--- src/rtl/hazard_control_pkg.sv ---
// hazard_control_pkg: shared state encoding, zero-register constant and register-match helper
package hazard_control_pkg;
    typedef enum logic {HC_RUN = 1'b0, HC_MEM_WAIT = 1'b1} hc_state_e;
    localparam logic [4:0] REG_ZERO = 5'd0;
    // True when a non-zero destination rd is read as rs, or as rt when rt is used
    function automatic logic reg_hit(input logic [4:0] rs, input logic [4:0] rt, input logic use_rt,
                                     input logic [4:0] rd);
        return rd != REG_ZERO && (rs == rd || (use_rt && rt == rd));
    endfunction
endpackage

--- src/rtl/hc_sat_counter.sv ---
// hc_sat_counter: saturating up-counter with asynchronous active-low clear
// Ports: clk, rst_n (async clear), inc (count enable), count (holds at all-ones)
module hc_sat_counter #(
    parameter int CNT_W = 32
) (
    input  logic             clk,
    input  logic             rst_n,
    input  logic             inc,
    output logic [CNT_W-1:0] count
);
    always_ff @(posedge clk or negedge rst_n)
        if (!rst_n) count <= '0;
        else if (inc && count != '1) count <= count + 1'b1;
endmodule

--- src/rtl/hazard_control.sv ---
// hazard_control: pipeline stall/flush controller for load-use, branch-in-ID and data-memory wait hazards
// Ports: clk, rst_n (async active-low); ID_*/EX_*/MEM_* hazard sources from the pipeline registers;
//        PC_Write, IF_ID_Write, IF_ID_Flush, ID_EX_Flush, EX_MEM_Write, MEM_WB_Bubble pipeline controls;
//        mem_timeout (sticky), stall_cycles and flush_count (saturating performance counters)
module hazard_control
    import hazard_control_pkg::*;
#(
    parameter int CNT_W       = 32,
    parameter int MEM_TIMEOUT = 64
) (
    input  logic             clk,
    input  logic             rst_n,
    input  logic [4:0]       ID_RegRs,
    input  logic [4:0]       ID_RegRt,
    input  logic             ID_UsesRt,
    input  logic             ID_Branch,
    input  logic             ID_BranchTaken,
    input  logic             ID_Jump,
    input  logic             EX_MemRead,
    input  logic             EX_RegWrite,
    input  logic [4:0]       EX_RegWrAddr,
    input  logic             MEM_MemRead,
    input  logic [4:0]       MEM_RegWrAddr,
    input  logic             MEM_MemReq,
    input  logic             MEM_MemReady,
    output logic             PC_Write,
    output logic             IF_ID_Write,
    output logic             IF_ID_Flush,
    output logic             ID_EX_Flush,
    output logic             EX_MEM_Write,
    output logic             MEM_WB_Bubble,
    output logic             mem_timeout,
    output logic [CNT_W-1:0] stall_cycles,
    output logic [CNT_W-1:0] flush_count
);
    localparam int WAIT_W = $clog2(MEM_TIMEOUT);
    localparam logic [WAIT_W-1:0] WAIT_LAST = WAIT_W'(MEM_TIMEOUT - 1);
    hc_state_e         state;
    logic [WAIT_W-1:0] wait_cnt;
    logic              lu, br_ex, br_mm, stall, freeze;
    assign lu    = EX_MemRead && reg_hit(ID_RegRs, ID_RegRt, ID_UsesRt, EX_RegWrAddr);
    // Branches compare both operands in ID, so rt always counts for them
    assign br_ex = ID_Branch && EX_RegWrite && reg_hit(ID_RegRs, ID_RegRt, 1'b1, EX_RegWrAddr);
    assign br_mm = ID_Branch && MEM_MemRead && reg_hit(ID_RegRs, ID_RegRt, 1'b1, MEM_RegWrAddr);
    assign stall = lu || br_ex || br_mm;
    // Freeze starts on the request cycle itself and ends in the cycle ready arrives
    assign freeze = (state == HC_RUN) ? (MEM_MemReq && !MEM_MemReady) : !MEM_MemReady;
    assign PC_Write      = !(freeze || stall);
    assign IF_ID_Write   = !(freeze || stall);
    assign ID_EX_Flush   = !freeze && stall;
    assign IF_ID_Flush   = !freeze && !stall && ((ID_Branch && ID_BranchTaken) || ID_Jump);
    assign EX_MEM_Write  = !freeze;
    assign MEM_WB_Bubble = freeze;
    always_ff @(posedge clk or negedge rst_n) begin
        if (!rst_n) begin
            state       <= HC_RUN;
            wait_cnt    <= '0;
            mem_timeout <= 1'b0;
        end else if (state == HC_RUN) begin
            if (freeze) begin
                state    <= HC_MEM_WAIT;
                wait_cnt <= '0;
            end
        end else if (MEM_MemReady) begin
            state <= HC_RUN;
        end else if (wait_cnt == WAIT_LAST) begin
            mem_timeout <= 1'b1;
        end else begin
            wait_cnt <= wait_cnt + 1'b1;
        end
    end
    hc_sat_counter #(.CNT_W(CNT_W)) u_stall_cnt (
        .clk(clk), .rst_n(rst_n), .inc(!PC_Write), .count(stall_cycles)
    );
    hc_sat_counter #(.CNT_W(CNT_W)) u_flush_cnt (
        .clk(clk), .rst_n(rst_n), .inc(IF_ID_Flush), .count(flush_count)
    );
endmodule

--- config.mk ---
export PLATFORM = sky130hd
export DESIGN_NAME = hazard_control
export DESIGN_NICKNAME = d
export VERILOG_FILES = /design/src/rtl/hazard_control_pkg.sv /design/src/rtl/hc_sat_counter.sv /design/src/rtl/hazard_control.sv
export SDC_FILE = /design/constraint.sdc
export NUM_CORES = 1
export LEC_CHECK = 0
export CORE_AREA = 2 2 91 93
export CTS_CLUSTER_DIAMETER = 100
export DETAILED_ROUTE_END_ITERATION = 8
export DIE_AREA = 0 0 93 95
export PLACE_DENSITY = 0.92
export SETUP_SLACK_MARGIN = 0.1
export SYNTH_ARGS = -nofsm -noshare
export SYNTH_HDL_FRONTEND = slang
export SYNTH_SLANG_ARGS = --single-unit
--- constraint.sdc ---
create_clock -name clk -period 9.15 [get_ports clk]
set_clock_uncertainty 0.2 [all_clocks]
set_input_delay 2.745 -clock clk [delete_from_list [all_inputs] [get_ports clk]]
set_output_delay 2.745 -clock clk [all_outputs]
set_load 0.005 [all_outputs]
==> results of run 1 <==
-- metrics by stage --
stage	setup slack [ns]	area [µm²]	utilization	hold slack [ns]
6_report	0.859	5320	0.671	0.285
5_1_grt	0.772	5320	0.671	0.310
4_1_cts	0.873	5320	0.671	0.285
3_5_place_dp	0.866	5120	0.645	0.263
3_3_place_gp	0.959	5120	0.645	0.273
2_1_floorplan	1.95	4050	-	0.268
-- worst max-delay path: stages --
cell and delay (ns):
clkdlybuf4s50_1 0.48, or3_1 0.42, o311a_1 0.33, a221o_2 0.43, inv_2 0.35, clkdlybuf4s50_1 0.59
-- routing by layer --
layer  vias up  share of wire  track usage
met5         -              0            0
met4         0          0.019       0.0882
met3        16          0.040       0.0327
met2       119           0.52        0.409
met1      1713           0.42        0.312
li1       1624              -            -
-- final timing paths --
kind | start | endpoint | slack [ns] | cells after the start
max | MEM_RegWrAddr[0] | IF_ID_Write | 0.86 | 6
min | mem_timeout | mem_timeout | 0.29 | 1
max reg2reg | u_stall_cnt.count[0] | u_stall_cnt.count[16] | 5.95 | 8
min reg2reg | mem_timeout | mem_timeout | 0.29 | 1
max in group asynchronous | rst_n | u_flush_cnt.count[4] | 5.76 | 2
min in group asynchronous | rst_n | u_stall_cnt.count[4] | 2.42 | 2
-- state kept, by name (all words and copies together), names as in the netlist --
name and flops:
u_stall_cnt.count 32, state 1, wait_cnt 6, u_flush_cnt.count 32, mem_timeout 1
-- area by class of cell --
cell class / count / area [µm²] / share of cell area
Clock buffer: 11 / 151 / 0.0285
Clock inverter: 5 / 53.8 / 0.0101
Inverter: 6 / 22.5 / 0.00423
Multi-Input combinational cell: 302 / 2120 / 0.399
Sequential cell: 72 / 1800 / 0.339
Tap cell: 105 / 131 / 0.0247
Timing Repair Buffer: 105 / 1040 / 0.195
-- synthesized netlist by cell type, types with 3 or more instances --
library cell and count:
nor4_1 3, o21ai_0 5, buf_6 4, buf_4 3
nor4_2 16, nor2_1 14, inv_1 5, nor3_1 14
nand2_1 40, or4_1 4, a21oi_1 7, o22ai_1 3
nand3_1 34, ha_1 3, and2_1 5, and4_1 4
nand4_1 28, xnor2_1 52, xor2_1 28, and3_1 12
buf_2 5, dfrtp_1 72
-- logic make-up (layout without fill, tap and decap cells) --
group / count (synthesis) / count (layout) / synth area share
simple gates: 186 / 186 / 0.280
xor+xnor: 82 / 82 / 0.181
flops: 72 / 72 / 0.445
compound gates: 29 / 29 / 0.0485
buf+inv: 20 / 127 / 0.0303
fa+ha+maj: 3 / 3 / 0.00927
mux: 2 / 2 / 0.00556
-- layout by cell type, fill, tap and decap left out, types with 2 or more instances in the layout --
cell / Yosys / routed
o21ai_0: 5 / 5
clkbuf_8: 0 / 11
nand2_1: 40 / 40
xnor2_2: 2 / 2
a41oi_1: 2 / 2
dfrtp_1: 72 / 72
inv_1: 5 / 5
xor2_1: 28 / 28
o22ai_1: 3 / 3
and2_1: 5 / 5
clkinv_2: 0 / 3
xnor2_1: 52 / 52
nor3_1: 14 / 14
nand4_1: 28 / 28
nand3_1: 34 / 34
a22o_1: 2 / 2
a21oi_1: 7 / 7
or4_4: 2 / 2
or4_1: 4 / 4
nor4_1: 3 / 3
nor4_2: 16 / 16
a21o_1: 2 / 2
buf_4: 3 / 4
and4_1: 4 / 4
mux2_2: 2 / 2
clkdlybuf4s50_1: 0 / 100
a2111oi_0: 2 / 2
ha_1: 3 / 3
and3_1: 12 / 12
nor2_1: 14 / 14
-- power breakdown --
| group | internal, W | switching (W) |
|---|---|---|
| Clock | 0.000140 | 0.000117 |
| Combinational | 0.000118 | 0.0000808 |
| Sequential | 0.000353 | 0.0000486 |
| Total | 0.000612 | 0.000246 |
==> flow_summary.json, run 1 <==
{
  "startpoint_type": "input port",
  "synthesis.yosys.warnings": 0,
  "nets": 530,
  "status": "completed",
  "tritoncts": "built",
  "initial_core_util": 0.511,
  "gp_congestion": 0.951,
  "fmax_mhz": 121,
  "ys.flop_type": "dfrtp_1",
  "synth_fp_nets": 428,
  "cts_hold_buf": 0,
  "die-width_um": 93,
  "power_w": 0.000858,
  "cts_setup_buffers": 0,
  "first_pass_iters": 5,
  "clk_latency_ns": 0.34,
  "clk_pin_slew_worst_paths_ns": 0.07,
  "synthToLayoutAreaGrowth_pct": 31.5,
  "worst-slew-pin-transition_ns": 1.05,
  "crit_type": "input port to output port",
  "cts_buffer_depth": 2,
  "core-area_um2": 7930,
  "irDropWorstVdd_uv": 84.5,
  "die-area_um2": 8840,
  "die_h_um": 95,
  "dp.final_hpwl_um": 7410,
  "hold_viol": 0,
  "dp.cells": 590,
  "required_ns": 6.21,
  "drv_slew": 0,
  "antenna_found_initial": 0,
  "fp-row-count": 33,
  "cts.sink_count": 72,
  "cap_viol_max_count": 0,
  "h-tree-depth": 3,
  "grt_overflow": 0,
  "detail-route-antenna-nets": 0,
  "yosysUniqueCellTypes": 47,
  "setup_tns_ns": 0,
  "wl_per_cell_um": 16.6,
  "drive_above_1_share": 0.0998,
  "min_path_type": "flip-flop to flip-flop",
  "avgSynthCellArea_um2": 10.3,
  "rsz0062_at_grt": "no",
  "vias": 3472,
  "path_max_fanout": 22,
  "synth_top_area_frac": 0.445,
  "relSlewSlack": 0.294,
  "cp.arrival_ns": 5.35,
  "drt_iter0_drc": 152,
  "drc": 0,
  "root_buffer": "clkbuf_8",
  "fin_crit_ns": 8.29,
  "synth_area_leaders": "dfrtp_1 (45%), xnor2_1 (11%), xor2_1 (6.1%)",
  "grt_usage": 0.239,
  "yosysSeqAreaShare": 0.445,
  "num-fill-cells": 603,
  "ys_ff_latch": 72,
  "totalWireLength_um": 10100,
  "synth_edf_count": 0,
  "synthArstFlopShare": 1.00,
  "layoutNonFillerInstCount": 606,
  "grt_pass1_wl_um": 16900,
  "grt_max_degree": 73,
  "cts_resized": 0,
  "leakage_nw": 2.17,
  "final-setup-viol-count": 0,
  "cellPowerDensity_nw_per_um2": 161,
  "yosys.area.top_type": "dfrtp_1",
  "port-buffer-count": 101,
  "antenna_cells": 0,
  "ioPinCount": 102,
  "synth_area_um2": 4050,
  "grt_pass1_vias": 3516,
  "min_period_over_period": 0.906,
  "numCtsBuffers": 9,
  "worstSetupEndpointType": "output port",
  "via_per_inst": 5.73,
  "synth_cells": 394
}
Note: power is estimated with default switching activity, not from simulation.
==> inputs of run 2 (changes only) <==
- GPL_ROUTABILITY_DRIVEN: default -> 0
- SETUP_SLACK_MARGIN: 0.1 -> default
- clock period: 9.15 -> 10.14 ns (I/O delays scaled with it)
==> run 2 against run 1 <==
Critical path depth increased by 2. Die area unchanged. Worst hold slack improved by 0.0044 ns. Clock power about the same. Core utilization increased by 0.22 points. Non-clock buffer count decreased by 1. Setup slack improved by 0.33 ns. Combinational power decreased by 9.5%. Sequential share of layout area decreased by 0.11 points. Design area increased by 0.33%.
==> flow_summary.json, run 2 (synthesized netlist as in run 1, its figures left out) <==
{
  "status": "completed",
  "grt_pass1_vias": 3438,
  "initial_core_util": 0.511,
  "cts_setup_buffers": 0,
  "pwr-share-seq": 0.453,
  "detail-route-antenna-nets": 0,
  "relSlewSlack": 0.262,
  "setup_tns_ns": 0,
  "biggestRegsByFlops": "u_flush_cnt.count (32), u_stall_cnt.count (32), wait_cnt (6)",
  "cts_resized": 0,
  "h-tree-depth": 3,
  "stdcell_area_um2": 5340,
  "worstSetupEndpointType": "output port",
  "leakage_nw": 2.17,
  "rsz0062_at_grt": "no",
  "required_ns": 6.90,
  "whs_path_depth": 1,
  "cts_buffer_depth": 2,
  "holdWs_ns": 0.290,
  "dp.final_hpwl_um": 7350,
  "drv_slew": 0,
  "tritoncts": "built",
  "wl_per_cell_um": 16.9,
  "cellPowerDensity_nw_per_um2": 150,
  "fmax_mhz": 112,
  "synthToLayoutAreaGrowth_pct": 31.9,
  "ioPinCount": 102,
  "grt.met1_usage": 0.310,
  "min_path_type": "flip-flop to flip-flop",
  "p_clk_frac": 0.324,
  "grt_max_degree": 73,
  "fin_crit_ns": 8.95,
  "final-setup-viol-count": 0,
  "core-area_um2": 7930,
  "first_pass_iters": 4,
  "grt_use_met2": 0.413,
  "numCtsBuffers": 9,
  "intPower_w": 0.000576,
  "cts.sink_count": 72,
  "die-area_um2": 8840,
  "use_met3": 0.0351,
  "combPwrFrac": 0.223,
  "multiInputGateArea_um2": 2120,
  "grt_overflow": 0,
  "hold_viol": 0,
  "busiest_layer": "met2",
  "antenna_cells": 0,
  "antenna_found_initial": 0,
  "drc": 0,
  "layout_common_cells": "clkdlybuf4s50_1 (100), dfrtp_1 (72), xnor2_1 (52)",
  "placedInstanceArea_um2": 5110,
  "crit_type": "input port to output port",
  "fp-row-count": 33,
  "nets": 529,
  "switchingPower_w": 0.000227,
  "grt_pass1_wl_um": 16800,
  "clk_pin_slew_worst_paths_ns": 0.08,
  "drt_iter0_drc": 240,
  "path_max_fanout": 43,
  "root_buffer": "clkbuf_8",
  "die-width_um": 93,
  "die_h_um": 95,
  "power_w": 0.000803,
  "worst-slew-pin-transition_ns": 1.10,
  "final_common_cell": "clkdlybuf4s50_1",
  "cap_viol_max_count": 0,
  "cp.arrival_ns": 5.70,
  "final-seq-area_um2": 1800,
  "cts_hold_buf": 0,
  "ff2ff_path_depth": 6,
  "drive_above_1_share": 0.0980,
  "via_per_inst": 5.74,
  "num-fill-cells": 605,
  "totalWireLength_um": 10300,
  "min_period_over_period": 0.882,
  "clk_latency_ns": 0.34,
  "port-buffer-count": 101,
  "vias": 3474,
  "netSwitchingFraction": 0.282,
  "grt_usage": 0.241,
  "irDropWorstVdd_uv": 79.7,
  "startpoint_type": "input port"
}
## run 2: cell count changes in the layout (fill, tap and decap cells not counted)
cell       previous run  this run
clkinv_4              0         1
inv_6                 1         0
clkinv_2              3         2
buf_4                 4         3
bufinv_16             1         2
## run 2: power groups by stage
stage | combinational, W | clock, W | sequential, W
2_1_floorplan | 0.0000783 | 0 | 0.000361
3_3_place_gp | 0.000174 | 0 | 0.000365
3_5_place_dp | 0.000180 | 0 | 0.000368
4_1_cts | 0.000181 | 0.000261 | 0.000363
5_1_grt | 0.000195 | 0.000277 | 0.000370
6_report | 0.000180 | 0.000260 | 0.000364
## run 2: through the flow
step           worst slack [ns]  instances  utilization
2_1_floorplan              2.35        394            -
3_3_place_gp               1.29        589        0.644
3_5_place_dp               1.23        589        0.644
4_1_cts                    1.23        605        0.673
5_1_grt                    1.12        605        0.673
6_report                   1.19        605        0.673
## run 2: final timing paths
kind | startpoint | to | slack (ns)
max | ID_Branch | IF_ID_Flush | 1.19
min | u_flush_cnt.count[19] | u_flush_cnt.count[19] | 0.29
max reg2reg | u_flush_cnt.count[7] | u_flush_cnt.count[1] | 6.95
min reg2reg | u_flush_cnt.count[19] | u_flush_cnt.count[19] | 0.29
max in group asynchronous | rst_n | u_flush_cnt.count[27] | 6.45
min in group asynchronous | rst_n | u_stall_cnt.count[11] | 2.66
## run 2: worst max-delay path, cell delays in order
cell,delay (ns)
clkdlybuf4s50_1,0.57
a21oi_1,0.09
or4_1,0.53
o22ai_1,0.22
a221o_2,0.21
buf_4,0.44
nor2_1,0.10
clkdlybuf4s50_1,0.50
## run 2: routing by layer
metal  wire length (µm)  vias up
met1               4270     1690
li1                   -     1629
met3                452       25
met4                225        0
met2               5310      130
met5                  0        -
## run 2: layout make-up
class                   instances  share of cell area
repair buffers                104               0.193
clock inverters                 5              0.0148
flip-flops and latches         72               0.337
well taps                     105              0.0246
inverters                       6             0.00422
clock buffers                  11              0.0284
multi-input cells             302               0.398
==> inputs of run 3 (changes only) <==
- PLACE_DENSITY: 0.92 -> 0.84
==> run 3 against run 2 <==
Wire length down 4.9%. Design area increased by 0.37%. First-iteration DRC count down 22%. Clock power is 6% higher. Flip-flop and latch count unchanged. Register-to-register slack hardly changed. Final cell count grew 0.17%. Count of clock-buffer cells in the layout fell by 1. Core utilization is 0.25 points higher. Fmax up 0.63%. Sequential power is essentially flat. Largest cell class unchanged.
==> flow_summary.json, run 3 (synthesized netlist as in run 1, its figures left out) <==
{
  "status": "completed",
  "grt_max_degree": 73,
  "dp.final_hpwl_um": 7020,
  "drc": 0,
  "fmax_mhz": 112,
  "wirelength_met1_um": 3960,
  "leakage_nw": 2.17,
  "synthToLayoutAreaGrowth_pct": 32.4,
  "grt_pass1_vias": 3358,
  "first_pass_iters": 5,
  "startpoint_type": "input port",
  "final_common_cell": "clkdlybuf4s50_1",
  "clk_pin_slew_worst_paths_ns": 0.07,
  "cts.sink_count": 72,
  "grt_pass1_wl_um": 16100,
  "vias": 3535,
  "whs_path_depth": 1,
  "die_h_um": 95,
  "ioPinCount": 102,
  "drt_iter0_drc": 187,
  "cts_resized": 0,
  "antenna_cells": 0,
  "path_max_fanout": 43,
  "cap_viol_max_count": 0,
  "biggestRegsByFlops": "u_flush_cnt.count (32), u_stall_cnt.count (32), wait_cnt (6)",
  "dr_wl_met3_um": 593,
  "holdWs_ns": 0.283,
  "layoutNonFillerInstCount": 606,
  "required_ns": 6.90,
  "dp.cells": 590,
  "cp.arrival_ns": 5.65,
  "cts_hold_buf": 0,
  "min_period_over_period": 0.877,
  "irDropWorstVdd_uv": 96.4,
  "crit_type": "input port to output port",
  "relSlewSlack": 0.309,
  "power_w": 0.000813,
  "final-setup-viol-count": 0,
  "cellPowerDensity_nw_per_um2": 152,
  "maxUsedRoutingLayer": "met4",
  "met2WireLength_um": 4990,
  "detail-route-antenna-nets": 0,
  "root_buffer": "clkbuf_8",
  "worst-slew-pin-transition_ns": 1.03,
  "cts_setup_buffers": 0,
  "hold_viol": 0,
  "min_path_type": "flip-flop to flip-flop",
  "wl_per_cell_um": 16.1,
  "setup_tns_ns": 0,
  "ff2ff_path_depth": 6,
  "clk_latency_ns": 0.35,
  "initial_core_util": 0.511,
  "numCtsBuffers": 9,
  "h-tree-depth": 3,
  "layout_common_cells": "clkdlybuf4s50_1 (100), dfrtp_1 (72), xnor2_1 (52)",
  "grt_overflow": 0,
  "worstSetupEndpointType": "output port",
  "via_per_inst": 5.83,
  "die-area_um2": 8840,
  "core-area_um2": 7930,
  "antenna_found_initial": 0,
  "rsz0062_at_grt": "no",
  "nets": 530,
  "fin_crit_ns": 8.89,
  "totalWireLength_um": 9750,
  "port-buffer-count": 101,
  "drive_above_1_share": 0.0978,
  "cts_buffer_depth": 2,
  "num-fill-cells": 627,
  "grt_usage": 0.229,
  "drv_slew": 0,
  "fp-row-count": 33,
  "die-width_um": 93,
  "tritoncts": "built"
}
==> run 3: cell count changes in the layout (fill, tap and decap cells not counted) <==
cell	before	now
buf_4	3	4
clkbuf_1	0	1
clkbuf_8	11	9
clkinv_2	2	0
inv_6	0	1
clkinvlp_4	0	1
bufinv_16	2	3
==> run 3: through the flow <==
| stage | area [µm²] | setup WS, ns | util |
|---|---|---|---|
| 2_1_floorplan | 4050 | 2.35 | - |
| 3_3_place_gp | 5120 | 1.32 | 0.645 |
| 3_5_place_dp | 5120 | 1.28 | 0.645 |
| 4_1_cts | 5360 | 1.28 | 0.676 |
| 5_1_grt | 5360 | 1.13 | 0.676 |
| 6_report | 5360 | 1.25 | 0.676 |
==> run 3: final cells by class <==
| class | instances | area, µm² | share of cell area |
|---|---|---|---|
| repair buffers | 105 | 1040 | 0.193 |
| clock buffers | 10 | 128 | 0.0238 |
| multi-input cells | 302 | 2120 | 0.396 |
| clock inverters | 6 | 115 | 0.0215 |
| flip-flops and latches | 72 | 1800 | 0.336 |
| well taps | 105 | 131 | 0.0245 |
| inverters | 6 | 22.5 | 0.00420 |
==> run 3: worst paths after layout <==
| path | from | slack, ns | to |
|---|---|---|---|
| max | EX_RegWrAddr[1] | 1.25 | IF_ID_Flush |
| min | u_flush_cnt.count[29] | 0.28 | u_flush_cnt.count[29] |
| max reg2reg | u_flush_cnt.count[7] | 6.95 | u_flush_cnt.count[1] |
| min reg2reg | u_flush_cnt.count[29] | 0.28 | u_flush_cnt.count[29] |
| max in group asynchronous | rst_n | 6.46 | wait_cnt[1] |
| min in group asynchronous | rst_n | 2.69 | u_flush_cnt.count[18] |
==> run 3: report_power, final <==
part / internal, W / switching, W / total (W)
clock network: 0.000165 / 0.000110 / 0.000275
registers: 0.000319 / 0.0000444 / 0.000363
logic: 0.000106 / 0.0000688 / 0.000175
==> run 3: critical path, cell delays in order <==
cell and delay [ns]:
clkdlybuf4s50_1 0.48, xor2_1 0.20, or4_1 0.50, o22ai_1 0.21, a221o_2 0.20, buf_4 0.45
nor2_1 0.10, clkdlybuf4s50_1 0.46
==> run 3: routing by layer <==
metal,track usage,vias to the layer above
met1,0.290,1744
met2,0.384,147
met3,0.0447,20
met4,0.102,0
li1,-,1624
met5,0,-
